## src/rtl/digit_shift_buffer_if.sv

```systemverilog
// Bus between the keypad decoder (master) and the digit shift buffer (slave).
// The master drives the operation strobes and the symbol to push.
// The slave returns the stored entries and the occupancy status.
interface digit_shift_buffer_if #(
    parameter int WIDTH = 4,
    parameter int DEPTH = 4
);
    localparam int CW = $clog2(DEPTH + 1);

    logic                   en;
    logic                   clr;
    logic                   push;
    logic                   pop;
    logic [WIDTH-1:0]       dataIn;
    logic [DEPTH*WIDTH-1:0] dataOut;
    logic [WIDTH-1:0]       lastOut;
    logic [CW-1:0]          count;
    logic                   empty;
    logic                   full;
    logic                   overflow;

    modport master (
        output en, clr, push, pop, dataIn,
        input  dataOut, lastOut, count, empty, full, overflow
    );

    modport slave (
        input  en, clr, push, pop, dataIn,
        output dataOut, lastOut, count, empty, full, overflow
    );
endinterface

```

## src/rtl/digit_shift_buffer.sv

```systemverilog
// Multi-entry symbol register for keypad entry, such as a PIN or an amount.
// Entry 0 is the newest symbol. A push shifts toward higher indices and a pop
// (backspace) shifts toward index 0. Entries at or above count are always zero.
// When full, SATURATE=1 ignores a push and SATURATE=0 drops the oldest entry.
// Either way the sticky overflow flag is set. Every output comes from a register.
// DEPTH must be at least 2.
module digit_shift_buffer #(
    parameter int WIDTH    = 4,
    parameter int DEPTH    = 4,
    parameter int SATURATE = 1
) (
    input  logic               clk,
    input  logic               rst,
    digit_shift_buffer_if.slave bus
);
    localparam int CW  = $clog2(DEPTH + 1);
    localparam bit SAT = (SATURATE != 0);

    logic [WIDTH-1:0]       r_entry [DEPTH];
    logic [CW-1:0]          r_count;
    logic                   r_overflow;

    logic [WIDTH-1:0]       w_entry_nxt [DEPTH];
    logic [CW-1:0]          w_count_nxt;
    logic                   w_overflow_nxt;
    logic                   w_empty;
    logic                   w_full;
    logic [DEPTH*WIDTH-1:0] w_data;

    assign w_empty = (r_count == '0);
    assign w_full  = (r_count == CW'(DEPTH));

    // Next-state decode for push/pop. clr and en are applied in the register block.
    always_comb begin
        // NOTE: every comb output gets a default first so no path infers a latch.
        w_entry_nxt    = r_entry;
        w_count_nxt    = r_count;
        w_overflow_nxt = r_overflow;
        if (bus.push && bus.pop && !w_empty) begin
            // Replace the newest symbol in place. Occupancy and overflow are unchanged.
            w_entry_nxt[0] = bus.dataIn;
        end else if (bus.push) begin
            if (w_full) begin
                w_overflow_nxt = 1'b1;
            end
            if (!w_full || !SAT) begin
                for (int i = DEPTH - 1; i > 0; i--) begin
                    w_entry_nxt[i] = r_entry[i-1];
                end
                w_entry_nxt[0] = bus.dataIn;
                if (!w_full) begin
                    w_count_nxt = r_count + CW'(1);
                end
            end
        end else if (bus.pop && !w_empty) begin
            for (int i = 0; i < DEPTH - 1; i++) begin
                w_entry_nxt[i] = r_entry[i+1];
            end
            w_entry_nxt[DEPTH-1] = '0;
            w_count_nxt = r_count - CW'(1);
        end
    end

    // State registers. Priority is rst, then clr, then enable.
    always_ff @(posedge clk or posedge rst) begin
        // NOTE: the entries are plain flops, not a RAM. Resetting them keeps the
        // "unused entries are zero" invariant true from the first cycle.
        if (rst) begin
            for (int i = 0; i < DEPTH; i++) begin
                r_entry[i] <= '0;
            end
            r_count    <= '0;
            r_overflow <= 1'b0;
        end else if (bus.clr) begin
            for (int i = 0; i < DEPTH; i++) begin
                r_entry[i] <= '0;
            end
            r_count    <= '0;
            r_overflow <= 1'b0;
        end else if (bus.en) begin
            // NOTE: non-blocking assignments so every flop updates from pre-edge values.
            r_entry    <= w_entry_nxt;
            r_count    <= w_count_nxt;
            r_overflow <= w_overflow_nxt;
        end
    end

    // Pack the entries into the flat output word, with entry i at [i*WIDTH +: WIDTH].
    always_comb begin
        w_data = '0;
        for (int i = 0; i < DEPTH; i++) begin
            w_data[i*WIDTH +: WIDTH] = r_entry[i];
        end
    end

    assign bus.dataOut  = w_data;
    assign bus.lastOut  = r_entry[0];
    assign bus.count    = r_count;
    assign bus.empty    = w_empty;
    assign bus.full     = w_full;
    assign bus.overflow = r_overflow;
endmodule

```

## src/flat_wrapper.sv

```systemverilog
// flat-port wrapper written by rule: the top's interface ports become plain ports
module digit_shift_buffer_flat 
#(
    parameter int WIDTH    = 4,
    parameter int DEPTH    = 4,
    parameter int SATURATE = 1
)
  (clk, rst, bus_en, bus_clr, bus_push, bus_pop, bus_dataIn, bus_dataOut, bus_lastOut, bus_count, bus_empty, bus_full, bus_overflow);
  digit_shift_buffer_if #(.WIDTH(WIDTH), .DEPTH(DEPTH)) bus_i ();
  input  logic clk;
  input  logic rst;
  input wire logic [$bits(bus_i.en)-1:0] bus_en;
  input wire logic [$bits(bus_i.clr)-1:0] bus_clr;
  input wire logic [$bits(bus_i.push)-1:0] bus_push;
  input wire logic [$bits(bus_i.pop)-1:0] bus_pop;
  input wire logic [$bits(bus_i.dataIn)-1:0] bus_dataIn;
  output wire logic [$bits(bus_i.dataOut)-1:0] bus_dataOut;
  output wire logic [$bits(bus_i.lastOut)-1:0] bus_lastOut;
  output wire logic [$bits(bus_i.count)-1:0] bus_count;
  output wire logic [$bits(bus_i.empty)-1:0] bus_empty;
  output wire logic [$bits(bus_i.full)-1:0] bus_full;
  output wire logic [$bits(bus_i.overflow)-1:0] bus_overflow;
  assign bus_i.en = bus_en;
  assign bus_i.clr = bus_clr;
  assign bus_i.push = bus_push;
  assign bus_i.pop = bus_pop;
  assign bus_i.dataIn = bus_dataIn;
  assign bus_dataOut = bus_i.dataOut;
  assign bus_lastOut = bus_i.lastOut;
  assign bus_count = bus_i.count;
  assign bus_empty = bus_i.empty;
  assign bus_full = bus_i.full;
  assign bus_overflow = bus_i.overflow;
  digit_shift_buffer #(.WIDTH(WIDTH), .DEPTH(DEPTH), .SATURATE(SATURATE)) u_core (.clk(clk), .rst(rst), .bus(bus_i));
endmodule
```

## config.mk

```make
export PLATFORM = sky130hd
export DESIGN_NAME = digit_shift_buffer_flat
export DESIGN_NICKNAME = d
export VERILOG_FILES = /design/src/rtl/digit_shift_buffer_if.sv /design/src/rtl/digit_shift_buffer.sv /design/src/flat_wrapper.sv
export SDC_FILE = /design/constraint.sdc
export NUM_CORES = 1
export LEC_CHECK = 0
export CORE_MARGIN = 3
export CORE_UTILIZATION = 50
export CTS_CLUSTER_DIAMETER = 100
export DETAILED_ROUTE_END_ITERATION = 8
export PLACE_DENSITY = 0.91
export SLEW_MARGIN = 10
export SYNTH_ARGS = -nofsm -noshare
export SYNTH_HDL_FRONTEND = slang
export SYNTH_SLANG_ARGS = --single-unit
```

## constraint.sdc

```tcl
create_clock -name clk -period 2.5 [get_ports clk]
set_input_delay 0.75 -clock clk [delete_from_list [all_inputs] [get_ports clk]]
set_output_delay 0.75 -clock clk [all_outputs]
set_load 0.005 [all_outputs]
```

After elaboration in Yosys (flattened, before gate mapping)
Cells that the tools add are included.

Register bits: 20. Input bits: 10. Output and inout bits: 26. Word-level logic and storage cells: 43.

Add/subtract/negate cells: 2. Equal/unequal tests: 4. Muxes and demuxes: 18. Reduce and logical (&&, ||, !) cells: 13.

Operators by type and width (count): 16-bit 2-to-1 mux (5); 3-bit 2-to-1 mux (6); 12-bit 2-to-1 mux (1); 4-bit AND reduction (2); 2-bit nonzero test (3); 1-bit 2-to-1 mux (5); 4-bit 2-to-1 mux (1); 4-bit by 3-bit != test with 1-bit output, second input constant (1); 4-bit nonzero test (1); 3-bit by 1-bit adder with 3-bit output, second input constant (1); 3-bit equality test, second input constant (1); 1-bit logical AND (3); 3-bit logical NOT (1); 3-bit != test, second input constant (1); 3-bit AND reduction (1); 3-bit nonzero test (1); 3-bit by 1-bit subtractor with 3-bit output, second input constant (1); 2-bit != test, second input constant (1); 1-bit logical NOT (1).

Depth between registers and ports, before layout
Gate-level depths: netlist of run 1.

Word-level depth: 8. Mapped depth: 6. Gate-level depth less buffers: 5.

Worst setup path after synthesis of run 1
No wires, ideal clock.

Path type: input-to-reg. From: in bus_clr. To: reg u_core.r_count[1] (netlist: u_core.bus.count[1]). Setup time: 125 ps. Arrival time: 1884 ps. Required time: 2375 ps. Setup slack: 491 ps. Stages: 6. Path buffers: 2. Cell sequence: buf_2 -> and2b_4 -> o21a_1 -> a21oi_4 -> buf_6 -> mux2_4.

Word-level cells in the longest chain between the ends: 2. Elaborated cells between the ends (all ways): 6. Classes of those cells: eq/ne (2); mux (1); reduce/logical (3).

Ends and longest elaborated chain: start, declared (RTL line flat_wrapper.sv:13) `input wire logic [$bits(bus_i.clr)-1:0] bus_clr;`; 3-bit != test (no source line) (tied with other cells); 4-bit AND reduction (no source line); end signal, assigned (RTL line digit_shift_buffer.sv:83) `r_count <= w_count_nxt;`; end, declared (RTL line digit_shift_buffer.sv:20) `logic [CW-1:0] r_count;`.

Several ways; a longest one is shown, not always the timed one. A chain may end at the register's enable or synchronous reset.

Final worst setup path of run 1
From: reg u_core.r_count[0] (netlist: u_core.bus.count[0]). To: out bus_full.

Word-level cells in the longest chain between the ends: 1.

Ends and longest elaborated chain: 3-bit equality test (RTL line digit_shift_buffer.sv:31) `assign w_full = (r_count == CW'(DEPTH));`; end, declared (RTL line flat_wrapper.sv:21) `output wire logic [$bits(bus_i.full)-1:0] bus_full;`.

No other way between the ends.

==> impl_metrics.json, run 1 <==
{
  "worst_pin_slew_ns": 0.364,
  "drive_gt1_frac": 0.210,
  "synth_commonest_cells": "dfrtp_1 (20), mux2i_1 (16), nor2_1 (16)",
  "synth_top_area_cell": "dfrtp_1",
  "cts_buffers": 3,
  "synthMuxAreaShare": 0.288,
  "syn_area_per_cell_um2": 11.3,
  "grt_pass1_wl_um": 4720,
  "synth_top_family_by_area": "multiplexers",
  "hold_path_end": "u_core.bus.overflow",
  "grt_start_max_net_pins": 21,
  "die_area_um2": 2990,
  "viasPerCell": 5.44,
  "cp_data_required_time_ns": 1.75,
  "core_um2": 2100,
  "synthArstFlopShare": 1.00,
  "yosys.area_share.simple": 0.104,
  "cts.reportedPaths.clkPinSlew_ns": 0.12,
  "cts_tree": "yes",
  "yosysSeqAreaShare": 0.423,
  "rows": 16,
  "max-clock-path-buffers": 2,
  "fin_worst_skew_ns": 0.00809,
  "holdBufCountCts": 0,
  "hpwl_um": 2110,
  "rr_startpoint": "u_core.bus.count[0]",
  "dieWidth_um": 54.7,
  "dp.cells": 166,
  "fmax_mhz": 415,
  "rsz0062_at_grt": "false",
  "boundaryPins": 36,
  "holdCritStartpoint": "u_core.bus.overflow",
  "drt-total-wl_um": 2900,
  "critPathCaptureType": "primary output",
  "drc_errors": 0,
  "vias": 925,
  "r2r_setup_slack_ns": 0.71,
  "grt_util_all_layers": 0.229,
  "clkLatencyLatePin_ns": 0.30,
  "netlist_area_um2": 1180,
  "crit_fanout": 7,
  "final.setup.tns_ns": 0,
  "yosys_register_bits": 20,
  "antenna_found_initial": 0,
  "antenna_cells": 0,
  "fin_crit_ns": 2.41,
  "drt_iter0_drc": 11,
  "final_core_util": 0.771,
  "worstPathArrival_ns": 1.66,
  "synth_nets": 116,
  "yosys.area_share.adder": 0.0169,
  "gr-total-overflow": 0,
  "instances_no_fill": 170,
  "total_leakage_power_nw": 0.760,
  "synth_cells": 105,
  "timing.rr.end": "u_core.bus.lastOut[2]",
  "cts_max_level": 1,
  "grt_pass1_vias": 963,
  "drv_slew": 0,
  "synth_most_common_cell": "dfrtp_1",
  "start_util": 0.563,
  "synthFlopType": "dfrtp_1",
  "ir_worst_vdd_uv": 531,
  "reg2reg_depth": 5,
  "p_per_area_nw_per_um2": 624,
  "nets": 155,
  "post_drt_wl_per_cell_um": 17.1,
  "relSlewSlack": 0.758,
  "setup_viol": 0,
  "drv_cap": 0,
  "ant_nets": 0,
  "cts-root-buf": "clkbuf_4",
  "status": "completed",
  "firstDrtPassIters": 5,
  "criticalPathCategory": "reg -> out",
  "synth.top_cell.area_share": 0.423,
  "die_h_um": 54.7,
  "finalCritPeriodShare": 0.963,
  "placement.io_buffers": 35,
  "min_path_cells": 2,
  "synth-edff-count": 0,
  "cts.sinks": 20,
  "synth_compound_area_frac": 0.0687,
  "areaGrowthSynthToFinish_pct": 36.9,
  "synthXorXnorAreaFrac": 0.0222,
  "ys_warn_count": 0,
  "synth.area.top_cells": "dfrtp_1 (42%), mux2i_1 (14%), mux2_2 (7.6%)",
  "pre_cts_slack_ns": 0.0145,
  "synth.distinct_cells": 26,
  "fin_ws_ns": 0.0931,
  "hp-class": "reg -> reg",
  "place_congestion": 0.786,
  "hold_violations": 0,
  "start_kind": "flop"
}
==> timing repair <==
item,4_1_cts,5_1_grt
resized for setup,0,1
setup endpoints to repair,0,1
buffers inserted,0,0
==> worst max-delay path: stages, from the launching register on <==
cell and delay, ns:
dfrtp_1 0.50, nor3b_4 0.30, clkdlybuf4s50_1 0.55
==> cells by family after synthesis <==
kind of cell / after synthesis
simple gates: 24
mux: 30
buf+inv: 17
flops: 20
fa+ha+maj: 1
xor+xnor: 3
compound gates: 10
==> sequential cells by signal, summed over array words and instances (netlist names) <==
| register | cells |
|---|---|
| u_core.bus.count | 3 |
| u_core.bus.dataOut | 12 |
| u_core.bus.overflow | 1 |
| u_core.bus.lastOut | 4 |
==> routing by layer <==
metal	routed length, um	GRT usage	vias up
met2	1580	0.427	35
met3	159	0.0409	4
met5	0	0	-
met4	34	0.0747	0
li1	-	-	431
met1	1130	0.256	455
==> worst max-delay path by stage <==
stage                         from               endpoint  slack [ns]  depth (start not counted)
5_1_grt        u_core.bus.count[0]               bus_full       0.009                          2
4_1_cts        u_core.bus.count[0]               bus_full        0.09                          2
3_5_place_dp              bus_push  u_core.bus.lastOut[2]        0.01                          5
2_1_floorplan              bus_clr    u_core.bus.count[1]        0.49                          6
6_report       u_core.bus.count[0]               bus_full        0.09                          2
3_3_place_gp              bus_push  u_core.bus.lastOut[2]        0.03                          5
==> layout make-up <==
cell class | count | area, um^2
multi-input cells | 68 | 597
flip-flops and latches | 20 | 500
fillers | 145 | 482
repair buffers | 43 | 423
clock buffers | 4 | 36.3
well taps | 27 | 33.8
inverters | 8 | 30.0
==> stage by stage <==
step           instance area, um^2  hold slack [ns]  power, W
6_report                      1620            0.517   0.00101
5_1_grt                       1620            0.536   0.00107
4_1_cts                       1610            0.525   0.00100
3_5_place_dp                  1580            0.497  0.000813
3_3_place_gp                  1580            0.487  0.000789
2_1_floorplan                 1180            0.490  0.000625
==> where the power goes <==
group / internal (W) / switching [W] / leakage, nW
Combinational: 0.000249 / 0.000158 / 0.465
Sequential: 0.000355 / 0.0000581 / 0.274
Clock: 0.0000887 / 0.000101 / 0.0210
==> cell usage in the layout (no fill, tap or decap), drive strengths merged <==
cell	n
nand3b	1
xnor2	1
and2b	1
inv	8
clkbuf	4
buf	8
fa	1
o21a	3
a21oi	2
a32oi	1
nor3	1
mux2	14
o21ai	1
a31oi	1
mux2i	16
clkdlybuf4s50	35
a41oi	1
nor3b	1
dfrtp	20
xor2	2
nand2	4
a311oi	1
nor2	16
(Power assumes the default switching activity.)
==> run 2: changes to the inputs <==
Settings changed: CORE_UTILIZATION 50 to 46, PLACE_DENSITY 0.91 to 0.85.
Clock period 2.5 ns to 2.3 ns, I/O delays scaled along.
==> run 2 against run 1 <==
Sequential share of layout area down 1.3 points. Die area rose by 7.7%. Via count grew 0.97%. Routed wire length down 4.3%. Final cell count up 7.1%.
==> impl_metrics.json, run 2 (synthesized netlist as in run 1, its figures left out) <==
{
  "status": "completed",
  "cts-root-buf": "clkbuf_4",
  "viasPerCell": 5.13,
  "grt_pass1_wl_um": 4760,
  "grt.busiest_layer": "met2",
  "fmax_mhz": 450,
  "drc_errors": 0,
  "max-clock-path-buffers": 2,
  "fillCellCount": 172,
  "firstDrtPassIters": 3,
  "layout_common_cells": "clkdlybuf4s50_1 (35), buf_4 (19), dfrtp_1 (17)",
  "largest_reg_flops": 12,
  "rsz0062_at_grt": "false",
  "drive_gt1_frac": 0.292,
  "cts_tree": "yes",
  "start_util": 0.511,
  "worst_pin_slew_ns": 0.336,
  "antenna_found_initial": 0,
  "fin_crit_ns": 2.22,
  "crit_chain": "nor3_2, clkdlybuf4s50_1",
  "fin_worst_skew_ns": 0.00671,
  "grt_start_max_net_pins": 21,
  "relSlewSlack": 0.776,
  "ir_worst_vdd_uv": 518,
  "placement.io_buffers": 35,
  "criticalPathCategory": "reg -> out",
  "critPathCaptureType": "primary output",
  "antenna_cells": 0,
  "worstPathArrival_ns": 1.53,
  "grt_util_all_layers": 0.184,
  "total_leakage_power_nw": 0.810,
  "core_um2": 2320,
  "dieWidth_um": 56.7,
  "die_area_um2": 3220,
  "nets": 167,
  "path_buf_inv": 1,
  "holdBufCountCts": 0,
  "grtUsageMet2": 0.347,
  "cts.reportedPaths.clkPinSlew_ns": 0.11,
  "cts_buffers": 3,
  "cts_max_level": 1,
  "drv_cap": 0,
  "areaGrowthSynthToFinish_pct": 44.2,
  "gr-total-overflow": 0,
  "die_h_um": 56.7,
  "cts.sinks": 20,
  "vias": 934,
  "grtUsageMet3": 0.0483,
  "grt_pass1_vias": 989,
  "dp.cells": 175,
  "critPathTopFamily": "buffers and inverters",
  "finalCritPeriodShare": 0.966,
  "cp_slowest_cell": "clkdlybuf4s50_1",
  "instances_no_fill": 182,
  "grt_util_met1": 0.211,
  "power.total_w": 0.00112,
  "boundaryPins": 36,
  "ant_nets": 0,
  "p_per_area_nw_per_um2": 657,
  "rows": 17,
  "hpwl_um": 2140,
  "drv_slew": 0,
  "final_common_cell": "clkdlybuf4s50_1",
  "hp-class": "reg -> reg",
  "drt_iter0_drc": 20,
  "hold_violations": 0,
  "setup_viol": 0,
  "post_drt_wl_per_cell_um": 15.3,
  "cp_data_required_time_ns": 1.61,
  "clkLatencyLatePin_ns": 0.29,
  "crit_fanout": 5,
  "drt-total-wl_um": 2780,
  "place_congestion": 0.761,
  "start_kind": "flop",
  "slowest_delay_ns": 0.54
}
run 2: timing repair:
| action | in CTS | in global routing |
|---|---|---|
| resized for setup | 5 | 0 |
| pin swaps | 0 | 1 |
| endpoints found under the setup margin | 2 | 2 |
| setup buffers | 0 | 4 |
| cloned | 0 | 0 |
run 2: final timing paths:
path                                     startpoint                endpoint  slack, ns  cells past startpoint
worst min register to register  u_core.bus.overflow     u_core.bus.overflow       0.54                      2
min in group asynchronous                       rst     u_core.bus.count[0]       0.71                      3
worst min-delay path            u_core.bus.overflow     u_core.bus.overflow       0.54                      2
worst max register to register  u_core.bus.count[0]  u_core.bus.dataOut[11]       0.53                      6
max in group asynchronous                       rst     u_core.bus.count[2]       1.35                      3
worst max-delay path            u_core.bus.count[0]               bus_empty       0.08                      2
run 2: metal layers:
metal  part of all wire  up-vias
li1                   -      452
met1               0.41      456
met2               0.53       24
met3              0.053        2
met4             0.0029        0
met5                  0        -
run 2: final cells by class:
cell class | instances | area, um^2 | area share
clock buffers | 3 | 22.5 | 0.0132
inverters | 8 | 30.0 | 0.0176
multi-input cells | 68 | 602 | 0.353
flip-flops and latches | 20 | 504 | 0.295
well taps | 28 | 35.0 | 0.0205
repair buffers | 55 | 513 | 0.301
run 2: worst reg2reg max path: cells and delay by family (launching register included):
family	cells	cell delay (ns)
AO/OA/AOI/OAI	3	0.55
buffers and inverters	2	0.31
multiplexers	1	0.34
flip-flops	1	0.47
run 2: per-stage QoR:
step	hold WS, ns	setup slack (ns)	TNS, ns	cell area (um^2)	utilization
2_1_floorplan	0.490	0.351	0	1180	-
3_3_place_gp	0.490	-0.0705	-0.275	1640	0.707
3_5_place_dp	0.507	-0.0976	-0.882	1640	0.707
4_1_cts	0.533	-0.0126	-0.0126	1680	0.723
5_1_grt	0.567	0.00476	0	1710	0.736
6_report	0.540	0.0787	0	1710	0.736
run 2: report_power, final:
group	internal [W]	total, W	leakage, nW	switching [W]
clock network	0.0000609	0.000163	0.0138	0.000102
registers	0.000390	0.000446	0.269	0.0000558
logic	0.000326	0.000513	0.526	0.000186
total	0.000777	0.00112	0.810	0.000345
